$ cat config.mk
export PLATFORM = sky130hd
export DESIGN_NAME = vend_change_dispenser_flat
export DESIGN_NICKNAME = d
export VERILOG_FILES = /design/src/rtl/vend_pkg.sv /design/src/rtl/vend_change_dispenser_if.sv /design/src/rtl/vend_coin_store.sv /design/src/rtl/vend_change_dispenser.sv /design/src/flat_wrapper.sv
export SDC_FILE = /design/constraint.sdc
export NUM_CORES = 1
export LEC_CHECK = 0
export CORE_AREA = 2 2 82 84
export CTS_BUF_LIST = sky130_fd_sc_hd__clkbuf_16
export CTS_CLUSTER_DIAMETER = 60
export CTS_CLUSTER_SIZE = 10
export DETAILED_ROUTE_END_ITERATION = 10
export DIE_AREA = 0 0 84 86
export DONT_BUFFER_PORTS = 1
export HOLD_SLACK_MARGIN = 0.08
export PLACE_DENSITY = 0.59
export SLEW_MARGIN = 15
export SYNTH_ARGS = -nofsm -noshare
export SYNTH_HDL_FRONTEND = slang
export SYNTH_HIERARCHICAL = 1
export SYNTH_SLANG_ARGS = --single-unit
$ cat constraint.sdc
create_clock -name clk -period 2.7 [get_ports clk]
set_input_delay 0.27 -clock clk [delete_from_list [all_inputs] [get_ports clk]]
set_output_delay 0.27 -clock clk [all_outputs]
set_load 0.05 [all_outputs]
$ cat src/rtl/vend_pkg.sv
`default_nettype none
// ============================================================================
// Module : vend_pkg
// Brief  : Shared coin encoding and change-dispenser state type.
// Rev    : 1.0  initial release
// ============================================================================
package vend_pkg;

  typedef enum logic [2:0] {
    COIN_NONE = 3'd0,
    COIN_1    = 3'd1,
    COIN_2    = 3'd2,
    COIN_5    = 3'd5
  } coin_t;

  typedef enum logic [2:0] {
    S_IDLE   = 3'd0,
    S_SELECT = 3'd1,
    S_EMIT   = 3'd2,
    S_DONE   = 3'd3,
    S_FAULT  = 3'd4
  } chg_state_t;

endpackage
`default_nettype wire

$ cat src/rtl/vend_change_dispenser_if.sv
`default_nettype none
// ============================================================================
// Module : vend_change_dispenser_if
// Brief  : Request handshake (controller side) and coin handshake (hopper side).
// Rev    : 1.0  initial release
// ============================================================================
interface vend_change_dispenser_if #(
  parameter int BAL_W = 4
);
  import vend_pkg::*;

  logic             req_valid;
  logic [BAL_W-1:0] req_amount;
  logic             req_ready;
  logic             coin_valid;
  coin_t            coin_value;
  logic             coin_ack;
  logic             done;
  logic [BAL_W-1:0] shortfall;

  modport master (
    output req_valid, req_amount, coin_ack,
    input  req_ready, coin_valid, coin_value, done, shortfall
  );

  modport slave (
    input  req_valid, req_amount, coin_ack,
    output req_ready, coin_valid, coin_value, done, shortfall
  );
endinterface
`default_nettype wire

$ cat src/rtl/vend_coin_store.sv
`default_nettype none
// ============================================================================
// Module : vend_coin_store
// Brief  : Per-denomination coin inventory with saturating refill and payout decrement.
// Rev    : 1.0  initial release
// ============================================================================
module vend_coin_store
  import vend_pkg::*;
#(
  parameter int CNT_W    = 4,
  parameter int INIT_CNT = 8
) (
  input  wire logic             clk,
  input  wire logic             reset,
  input  wire logic             refill_valid,
  input  wire logic [2:0]       refill_denom,
  input  wire logic [CNT_W-1:0] refill_count,
  input  wire logic             dec_valid,
  input  wire coin_t            dec_coin,
  output logic      [CNT_W-1:0] cnt_1,
  output logic      [CNT_W-1:0] cnt_2,
  output logic      [CNT_W-1:0] cnt_5
);

  for (genvar i = 0; i < 3; i++) begin : g_cnt
    localparam coin_t c_den = (i == 0) ? COIN_1 : ((i == 1) ? COIN_2 : COIN_5);

    logic [CNT_W-1:0] r_cnt;
    logic [CNT_W:0]   w_sum;

    // Refill and decrement combine in one extra-wide sum so neither is lost.
    always_comb begin
      w_sum = {1'b0, r_cnt};
      if (refill_valid && (refill_denom == c_den))
        w_sum = w_sum + {1'b0, refill_count};
      if (dec_valid && (dec_coin == c_den))
        w_sum = w_sum - (CNT_W+1)'(1);
    end

    always_ff @(posedge clk or posedge reset) begin
      if (reset)
        r_cnt <= CNT_W'(INIT_CNT);
      else if (w_sum[CNT_W])
        r_cnt <= '1;
      else
        r_cnt <= w_sum[CNT_W-1:0];
    end
  end

  assign cnt_1 = g_cnt[0].r_cnt;
  assign cnt_2 = g_cnt[1].r_cnt;
  assign cnt_5 = g_cnt[2].r_cnt;

endmodule
`default_nettype wire

$ cat src/rtl/vend_change_dispenser.sv
`default_nettype none
// ============================================================================
// Module : vend_change_dispenser
// Brief  : Greedy 5/2/1 change payout driving the coin hopper one coin at a time.
// Rev    : 1.0  initial release
// ============================================================================
module vend_change_dispenser
  import vend_pkg::*;
#(
  parameter int BAL_W       = 4,
  parameter int CNT_W       = 4,
  parameter int INIT_CNT    = 8,
  parameter int ACK_TIMEOUT = 15
) (
  input  wire logic              clk,
  input  wire logic              reset,
  vend_change_dispenser_if.slave bus,
  input  wire logic              refill_valid,
  input  wire logic [2:0]        refill_denom,
  input  wire logic [CNT_W-1:0]  refill_count,
  output logic                   jam,
  input  wire logic              jam_clear,
  output logic      [CNT_W-1:0]  cnt_1,
  output logic      [CNT_W-1:0]  cnt_2,
  output logic      [CNT_W-1:0]  cnt_5
);

  localparam int c_tmr_w = $clog2(ACK_TIMEOUT + 1);

  chg_state_t       r_state, w_state_nxt;
  logic [BAL_W-1:0] r_rem;
  logic [BAL_W-1:0] r_shortfall;
  coin_t            r_coin;
  coin_t            w_pick;
  logic [c_tmr_w-1:0] r_timer;
  logic             w_ack;
  logic             w_timeout;

  vend_coin_store #(
    .CNT_W    (CNT_W),
    .INIT_CNT (INIT_CNT)
  ) u_store (
    .clk          (clk),
    .reset        (reset),
    .refill_valid (refill_valid),
    .refill_denom (refill_denom),
    .refill_count (refill_count),
    .dec_valid    (w_ack),
    .dec_coin     (r_coin),
    .cnt_1        (cnt_1),
    .cnt_2        (cnt_2),
    .cnt_5        (cnt_5)
  );

  // Pure greedy: no backtracking when a larger coin strands the remainder.
  always_comb begin
    w_pick = COIN_NONE;
    if ((r_rem >= BAL_W'(5)) && (cnt_5 != '0))
      w_pick = COIN_5;
    else if ((r_rem >= BAL_W'(2)) && (cnt_2 != '0))
      w_pick = COIN_2;
    else if ((r_rem >= BAL_W'(1)) && (cnt_1 != '0))
      w_pick = COIN_1;
  end

  assign w_ack     = (r_state == S_EMIT) && bus.coin_ack;
  assign w_timeout = (r_state == S_EMIT) && !bus.coin_ack &&
                     (r_timer == c_tmr_w'(ACK_TIMEOUT - 1));

  always_ff @(posedge clk or posedge reset) begin
    if (reset)
      r_state <= S_IDLE;
    else
      r_state <= w_state_nxt;
  end

  always_comb begin
    w_state_nxt    = r_state;
    bus.req_ready  = 1'b0;
    bus.coin_valid = 1'b0;
    bus.done       = 1'b0;
    jam            = 1'b0;
    case (r_state)
      S_IDLE: begin
        bus.req_ready = 1'b1;
        if (bus.req_valid) w_state_nxt = S_SELECT;
      end
      S_SELECT: w_state_nxt = (w_pick != COIN_NONE) ? S_EMIT : S_DONE;
      S_EMIT: begin
        bus.coin_valid = 1'b1;
        if (w_ack)          w_state_nxt = S_SELECT;
        else if (w_timeout) w_state_nxt = S_FAULT;
      end
      S_DONE: begin
        bus.done    = 1'b1;
        w_state_nxt = S_IDLE;
      end
      S_FAULT: begin
        jam = 1'b1;
        if (jam_clear) w_state_nxt = S_DONE;
      end
      default: w_state_nxt = S_IDLE;
    endcase
  end

  always_ff @(posedge clk or posedge reset) begin
    if (reset) begin
      r_rem       <= '0;
      r_shortfall <= '0;
      r_coin      <= COIN_NONE;
      r_timer     <= '0;
    end else begin
      r_timer <= '0;
      case (r_state)
        S_IDLE: begin
          if (bus.req_valid) begin
            r_rem       <= bus.req_amount;
            r_shortfall <= '0;
          end
        end
        S_SELECT: begin
          if (w_pick != COIN_NONE) r_coin <= w_pick;
          else                     r_shortfall <= r_rem;
        end
        S_EMIT: begin
          if (w_ack)
            r_rem <= r_rem - BAL_W'(r_coin);
          else if (!w_timeout)
            r_timer <= r_timer + c_tmr_w'(1);
        end
        S_FAULT: begin
          if (jam_clear) r_shortfall <= r_rem;
        end
        default: ;
      endcase
    end
  end

  assign bus.coin_value = r_coin;
  assign bus.shortfall  = r_shortfall;

endmodule
`default_nettype wire

$ cat src/flat_wrapper.sv
// flat-port wrapper written by rule: the top's interface ports become plain ports
module vend_change_dispenser_flat import vend_pkg::*;
#(
  parameter int BAL_W       = 4,
  parameter int CNT_W       = 4,
  parameter int INIT_CNT    = 8,
  parameter int ACK_TIMEOUT = 15
)
  (clk, reset, refill_valid, refill_denom, refill_count, jam, jam_clear, cnt_1, cnt_2, cnt_5, bus_req_valid, bus_req_amount, bus_coin_ack, bus_req_ready, bus_coin_valid, bus_coin_value, bus_done, bus_shortfall);
  vend_change_dispenser_if #(.BAL_W(BAL_W)) bus_i ();
  input  wire logic clk;
  input  wire logic reset;
  input  wire logic refill_valid;
  input  wire logic [2:0] refill_denom;
  input  wire logic [CNT_W-1:0] refill_count;
  output logic jam;
  input  wire logic jam_clear;
  output logic      [CNT_W-1:0] cnt_1;
  output logic      [CNT_W-1:0] cnt_2;
  output logic      [CNT_W-1:0] cnt_5;
  input wire logic [$bits(bus_i.req_valid)-1:0] bus_req_valid;
  input wire logic [$bits(bus_i.req_amount)-1:0] bus_req_amount;
  input wire logic [$bits(bus_i.coin_ack)-1:0] bus_coin_ack;
  output wire logic [$bits(bus_i.req_ready)-1:0] bus_req_ready;
  output wire logic [$bits(bus_i.coin_valid)-1:0] bus_coin_valid;
  output wire logic [$bits(bus_i.coin_value)-1:0] bus_coin_value;
  output wire logic [$bits(bus_i.done)-1:0] bus_done;
  output wire logic [$bits(bus_i.shortfall)-1:0] bus_shortfall;
  assign bus_i.req_valid = bus_req_valid;
  assign bus_i.req_amount = bus_req_amount;
  assign bus_i.coin_ack = bus_coin_ack;
  assign bus_req_ready = bus_i.req_ready;
  assign bus_coin_valid = bus_i.coin_valid;
  assign bus_coin_value = bus_i.coin_value;
  assign bus_done = bus_i.done;
  assign bus_shortfall = bus_i.shortfall;
  vend_change_dispenser #(.BAL_W(BAL_W), .CNT_W(CNT_W), .INIT_CNT(INIT_CNT), .ACK_TIMEOUT(ACK_TIMEOUT)) u_core (.clk(clk), .reset(reset), .bus(bus_i), .refill_valid(refill_valid), .refill_denom(refill_denom), .refill_count(refill_count), .jam(jam), .jam_clear(jam_clear), .cnt_1(cnt_1), .cnt_2(cnt_2), .cnt_5(cnt_5));
endmodule
==> impl_metrics.tcl <==
set metrics [dict create \
    diodes 0 \
    port_buffers 0 \
    startpoint "u_core/u_store/cnt_1[0]$_DFF_PP0_" \
    ys.flop_type "dfrtp_1" \
    htreeDepth 2 \
    syn_area_per_cell_um2 9.15 \
    p_per_area_nw_per_um2 1280 \
    grt_max_degree 19 \
    synth_edf_count 0 \
    insertion_delay_ns 0.28 \
    dp_hpwl_mm 4.37 \
    nets 329 \
    cts_tree "yes" \
    maxSlewHeadroom_pct 52.6 \
    startpoint_type "flip-flop" \
    dp_cells 357 \
    reg2reg_depth 9 \
    vias 1982 \
    crit_path_end_kind "flip-flop" \
    intPower_mw 1.76 \
    crit_chain "ha_1 > fa_1 > mux2i_1 > ha_1 > inv_1 > or4_4 > o211ai_2 > nor3_2 > a22oi_2" \
    crit_arrival_ns 2.74 \
    postCtsSetupBuffers 0 \
    p_seq_share_pct 30.4 \
    cts_buffers 5 \
    die_h_um 86 \
    viasPerCell 5.43 \
    maxCapViolCount 0 \
    fin_tns_setup_ns 0 \
    ios 40 \
    combPwrFrac_pct 55.4 \
    wl_mm 5.63 \
    grt_pass1_vias 1890 \
    hp-class "in -> reg" \
    first_pass_iters 4 \
    required_ns 2.90 \
    fin_crit_ns 2.53 \
    switching_share_pct 51.2 \
    ys_seq_elements 30 \
    clock-root-buffer "clkbuf_16" \
    ctsLongestPathBuffers 2 \
    ant_nets 0 \
    post-route-drc-count 0 \
    p_sw_mw 1.84 \
    antenna_found_initial 0 \
    cp_slowest_cell "fa_1" \
    fp-row-count 29 \
    crit_fanout 3 \
    fillers 620 \
    skew_ns 0.00826 \
    drive_gt1_share_pct 15.3 \
    worstSetupPathType "reg -> reg" \
    slowest_delay_ns 0.49 \
    setup_viol 0 \
    mostFrequentLayoutCell "dfrtp_1" \
    worst_slew_pin_slew_ns 0.711 \
    r2r-start "u_core/u_store/cnt_1[0]$_DFF_PP0_" \
    die_w_um 84 \
    place_area_um2 2660 \
    core_um2 6280 \
    hold_viol 0 \
    fmax_mhz 395 \
    r2r_slack_ns 0.17 \
    crit_end "u_core/u_store/cnt_1[1]$_DFF_PP0_" \
    rsz0062_at_grt "no" \
    initial_core_util_pct 39.2 \
    dieArea_um2 7220 \
    cts.clk_slew.worst_paths_ns 0.05 \
    fin_crit_sh_pct 93.9 \
    cts.sinks 30 \
    synthesis.area_um2 2460 \
    status "complete, no violations" \
    grt_pass1_wl_mm 9.26 \
    wl_per_cell_um 15.4 \
    final_cell_area_um2 2800 \
    yosysUniqueCellTypes 56 \
    synth-async-reset-ratio_pct 100 \
    timing.rr.end "u_core/u_store/cnt_1[1]$_DFF_PP0_" \
    vdd_drop_max_v 0.000670 \
    grt.overflow.total 0 \
    syn-num-nets 310 \
    fin_cells 365 \
    min_from "jam_clear" \
    gr-usage-all-layers_pct 16.0 \
    slew_viol_final 0 \
    setup_ws_ns 0.165 \
    preCtsSetupSlack_ns 0.174 \
    power.leakage_nw 1.26 \
    synth.yosys.seq_area_share_pct 30.6 \
    fin_hold_ws_ns 0.183 \
    cp_common_cell "ha_1" \
    synthToLayoutAreaGrowth_pct 13.8 \
    routabilityCongestion 0.848 \
    drt_iter0_drc 128 \
    final_cell_mix "dfrtp_1, nor2_1, a21oi_1" \
    yosys_warnings 6 \
    syn-instance-count 269 \
    power_frac_clock_pct 14.2 \
]
==> logic make-up (layout without fill, tap and decap cells) <==
kind of cell | after synthesis | in the layout | synth area share, %
AO/OA/AOI/OAI | 75 | 75 | 20.0
XOR/XNOR | 15 | 15 | 5.34
adder cells (fa/ha/maj) | 24 | 24 | 13.4
buffers and inverters | 20 | 39 | 3.45
flip-flops | 30 | 30 | 30.6
multiplexers | 15 | 15 | 6.30
AND/OR/NAND/NOR | 90 | 90 | 20.9
==> what timing repair did <==
item	CTS	global route
hold endpoints to repair	27	0
hold buffers	1	0
resized for setup	0	0
==> synthesized netlist by cell type, drive strengths merged (5+ instances only) <==
cell type	number	area share, %
ha	20	10
nand2b	6	1.5
mux2i	11	4.5
inv	13	2.0
a21o	8	2.4
nor2	25	3.8
nor3	6	1.6
a21oi	21	4.3
nor4	6	1.5
and2	5	1.3
xor2	7	2.5
xnor2	8	2.8
o21ai	21	4.7
dfrtp	27	27
a31oi	5	1.3
nand2	17	2.6
==> stage by stage <==
step           power (mW)  util, %
3_3_place_gp         3.06     42.4
3_5_place_dp         3.08     42.4
4_1_cts              3.61     44.6
6_report             3.60     44.6
2_1_floorplan        2.59        -
5_1_grt              3.87     44.6
==> flip-flops by register name, indices dropped and copies added, names as in the netlist <==
| signal | flops |
|---|---|
| u_core/bus.coin_value | 3 |
| u_core/bus.shortfall | 4 |
| u_core/r_rem | 4 |
| u_core/r_state | 3 |
| u_core/r_timer | 4 |
| u_core/u_store/cnt_1 | 4 |
| u_core/u_store/cnt_2 | 4 |
| u_core/u_store/cnt_5 | 4 |
==> per-layer routing <==
metal,part of all wire [%],wire (µm),track usage (%),up-vias
met2,47,2620,26.3,25
met5,0,0,0,-
li1,-,-,-,1018
met3,4.2,234,4.23,8
met4,1.1,60,4.84,0
met1,48,2710,21.0,931
==> area by class of cell <==
type                            instances  area, µm²  area share [%]
Inverter                               13       48.8            1.74
Clock inverter                          2       7.51           0.268
Tap cell                               77       96.3            3.44
Timing Repair Buffer                   19        145            5.18
Multi-Input combinational cell        219       1620            57.9
Clock buffer                            5        125            4.47
Sequential cell                        30        756            27.0
==> how the worst min path moves through the flow <==
stage / to / slack, ns / cells after the start
final: u_core/r_state[2]$_DFFE_PP0P_ / 0.18 / 2
after global routing: u_core/r_rem[3]$_DFFE_PP0P_ / 0.19 / 2
after global placement: u_core/u_store/cnt_1[1]$_DFF_PP0_ / 0.22 / 1
after CTS: u_core/r_rem[3]$_DFFE_PP0P_ / 0.18 / 2
after floorplan: u_core/u_store/cnt_1[1]$_DFF_PP0_ / 0.13 / 1
after detailed placement: u_core/u_store/cnt_1[1]$_DFF_PP0_ / 0.22 / 1
==> critical path: cells and delay by family (launching register included) <==
| family | cells | cell delay [ns] |
|---|---|---|
| fa+ha+maj | 3 | 0.92 |
| simple gates | 2 | 0.55 |
| flops | 1 | 0.40 |
| mux | 1 | 0.26 |
| compound gates | 2 | 0.26 |
| buf+inv | 1 | 0.07 |
==> power by group through the flow <==
stage / combinational, mW / clock, mW / sequential, mW
after floorplan: 1.29 / 0 / 1.30
after global placement: 1.96 / 0 / 1.10
after detailed placement: 1.97 / 0 / 1.11
after CTS: 1.99 / 0.523 / 1.10
after global routing: 2.20 / 0.539 / 1.13
final: 1.99 / 0.512 / 1.09
No activity file was read; power rests on OpenSTA's default activity.
==> variant: new RTL, same flow settings <==
`ACK_TIMEOUT` is set to 15 in 2 places; all go to 16.
--- a/src/rtl/vend_change_dispenser.sv
+++ b/src/rtl/vend_change_dispenser.sv
@@ -10,7 +10,7 @@
   parameter int BAL_W       = 4,
   parameter int CNT_W       = 4,
   parameter int INIT_CNT    = 8,
-  parameter int ACK_TIMEOUT = 15
+  parameter int ACK_TIMEOUT = 16
 ) (
   input  wire logic              clk,
   input  wire logic              reset,
--- a/src/flat_wrapper.sv
+++ b/src/flat_wrapper.sv
@@ -4,7 +4,7 @@
   parameter int BAL_W       = 4,
   parameter int CNT_W       = 4,
   parameter int INIT_CNT    = 8,
-  parameter int ACK_TIMEOUT = 15
+  parameter int ACK_TIMEOUT = 16
 )
   (clk, reset, refill_valid, refill_denom, refill_count, jam, jam_clear, cnt_1, cnt_2, cnt_5, bus_req_valid, bus_req_amount, bus_coin_ack, bus_req_ready, bus_coin_valid, bus_coin_value, bus_done, bus_shortfall);
   vend_change_dispenser_if #(.BAL_W(BAL_W)) bus_i ();
Function: same outputs for any inputs over 10 cycles, from zero or initial values and one cycle with reset high; that may be too few to reach the edited logic, so the function may still have changed.
==> variant against the original RTL <==
- total power is 2.9% higher
- critical path depth stayed put
- highest routed layer unchanged
- worst setup slack better by 0.033 ns
- synthesized cell count is 2.6% lower
- combinational power is 3% higher
- wire length is 3.9% higher
- sequential cell count is 1 higher
- largest power group unchanged
- clock skew is 0.0018 ns lower
- non-clock buffer count is 2 higher
- via count is 1.0% higher
- design area is 1.5% higher
- area after synthesis is 0.10% lower
==> variant: results (changes against the original RTL) <==
* DR vias at 2002 (was 1982)
* Post-DP HPWL at 4560 µm (was 4370 µm)
* Global Route Usage Sum at 17.2% (was 16.0%)
* DP Cell Count at 352 (was 357)
* Setup Skew at 0.00650 ns (was 0.00826 ns)
* Yosys Warn Count at 6 (unchanged)
* Dpl cell area at 2660 µm² (about the same)
* RePlAce Congestion at 0.820 (was 0.848)
* Synth async-reset ratio at 100% (unchanged)
* CP max FO at 3 (unchanged)
* Ranking of synthesized cells by area: dfrtp_1, ha_1, mux2i_1 (unchanged)
* Port Buffers at 0 (unchanged)
* Sequential share of the synthesized area at 31.7% (was 30.6%)
* Starting DRC count in detailed routing at 81 (was 128)
* Post-layout net count at 324 (was 329)
* Unique masters post-synth at 58 (was 56)
* Mapped Nets at 302 (was 310)
* Slowest CP cell: fa_1 (unchanged)
* Reg with most FFs: u_core/r_timer
* Max VDD drop at 0.527 mV (was 0.670 mV)
* Routed vias/inst at 5.53 (was 5.43)
* Setup repair bufs after CTS at 0 (unchanged)
* Post-synth top cells: dfrtp_1, nor2_1, ha_1 (was dfrtp_1, nor2_1, a21oi_1)
* Outcome: finished clean (unchanged)
* Total core area at 6280 µm² (unchanged)
* Max Clock Freq at 0.400 GHz (was 0.395 GHz)
* Clock buffer count from CTS at 5 (unchanged)
* Largest net degree at the start of global routing at 20 (was 19)
* CP top delay family: adder cells (unchanged)
* Worst skew pair latency at 0.28 ns (about the same)
* Initial antenna violation count at 0 (unchanged)
* Crit path buf inv count at 1 (unchanged)
* CTS max path bufs at 2 (unchanged)
* Crit-path max cell delay at 0.48 ns
* First drt pass iteration count at 4 (unchanged)
* Layout cells sized above 1 at 17.5% (was 15.3%)
* First-pass GRT wire length at 9920 µm (was 9260 µm)
* Worst-path clk slew at 0.05 ns (about the same)
* Class of the worst hold path: input pin to register (unchanged)
* Synth Area per Inst at 9.39 µm² (was 9.15 µm²)
* P_leak at 0.00129 µW (was 0.00126 µW)
* WP data arrival at 2.69 ns (was 2.74 ns)
* Diode count at 0 (unchanged)
* Routed WL at 5850 µm (was 5630 µm)
* Pre-CTS WS at 0.211 ns (was 0.174 ns)
* Max FFs per register at 5
* Fillers at 594 (was 620)
* H-tree Lvls at 2 (unchanged)
* Int Pwr at 1890 µW (was 1760 µW)
* Clock Tree Root: clkbuf_16 (unchanged)
* Rel. slew slack at 50.5% (was 52.6%)
variant: worst paths after layout:
kind | startpoint | slack [ns] | endpoint | cells after the start
max in group asynchronous | reset | 1.64 | u_core/r_rem[2] | 2
min reg2reg | u_core/r_timer[0] | 0.46 | u_core/r_timer[0] | 1
max | u_core/u_store/cnt_1[0] | 0.20 | u_core/u_store/cnt_1[1] | 9
min | bus_req_amount[3] | 0.19 | u_core/r_rem[3] | 2
min in group asynchronous | reset | 0.52 | u_core/u_store/cnt_1[2] | 2
max reg2reg | u_core/u_store/cnt_1[0] | 0.20 | u_core/u_store/cnt_1[1] | 9
variant: layer usage:
| layer | GRT usage, % | vias to the layer above | routed length, µm |
|---|---|---|---|
| li1 | - | 1006 | - |
| met1 | 22.8 | 940 | 2730 |
| met2 | 25.9 | 52 | 2690 |
| met3 | 6.06 | 4 | 372 |
| met4 | 6.30 | 0 | 52 |
| met5 | 0 | - | 0 |
variant: final cells by class:
cell class              instances  area share [%]
repair buffers                 21            5.72
clock inverters                 3            1.36
inverters                      13            1.72
clock buffers                   5            4.40
multi-input cells             212            56.0
flip-flops and latches         31            27.5
well taps                      77            3.39
variant: logic make-up after synthesis:
family                     Yosys count  synth area share, %
AOI/OAI and AO/OA                   71                 19.4
xor gates and xnor gates            15                 5.34
adders and majority gates           23                 12.9
buffers and inverters               19                 3.61
DFF                                 31                 31.7
muxes                               16                 6.77
and+or+nand+nor                     87                 20.3
variant: power groups by stage:
stage | clock network, µW | registers [µW] | logic [µW]
global placement | 0 | 1040 | 1990
global route | 670 | 1060 | 2280
CTS | 651 | 1030 | 2050
finish | 639 | 1020 | 2040
detailed placement | 0 | 1030 | 2030
floorplan | 0 | 1300 | 1250
variant: stage by stage:
| step | total power (µW) | utilization, % |
|---|---|---|
| 6_report | 3700 | 45.3 |
| 5_1_grt | 4010 | 45.3 |
| 4_1_cts | 3730 | 45.3 |
| 3_5_place_dp | 3060 | 42.4 |
| 3_3_place_gp | 3030 | 42.4 |
| 2_1_floorplan | 2560 | - |
variant: what timing repair did:
item | CTS | global route
hold buffers | 2 | 0
endpoints found under the hold margin | 29 | 0
setup endpoints to repair | 0 | 0
resized for setup | 0 | 0
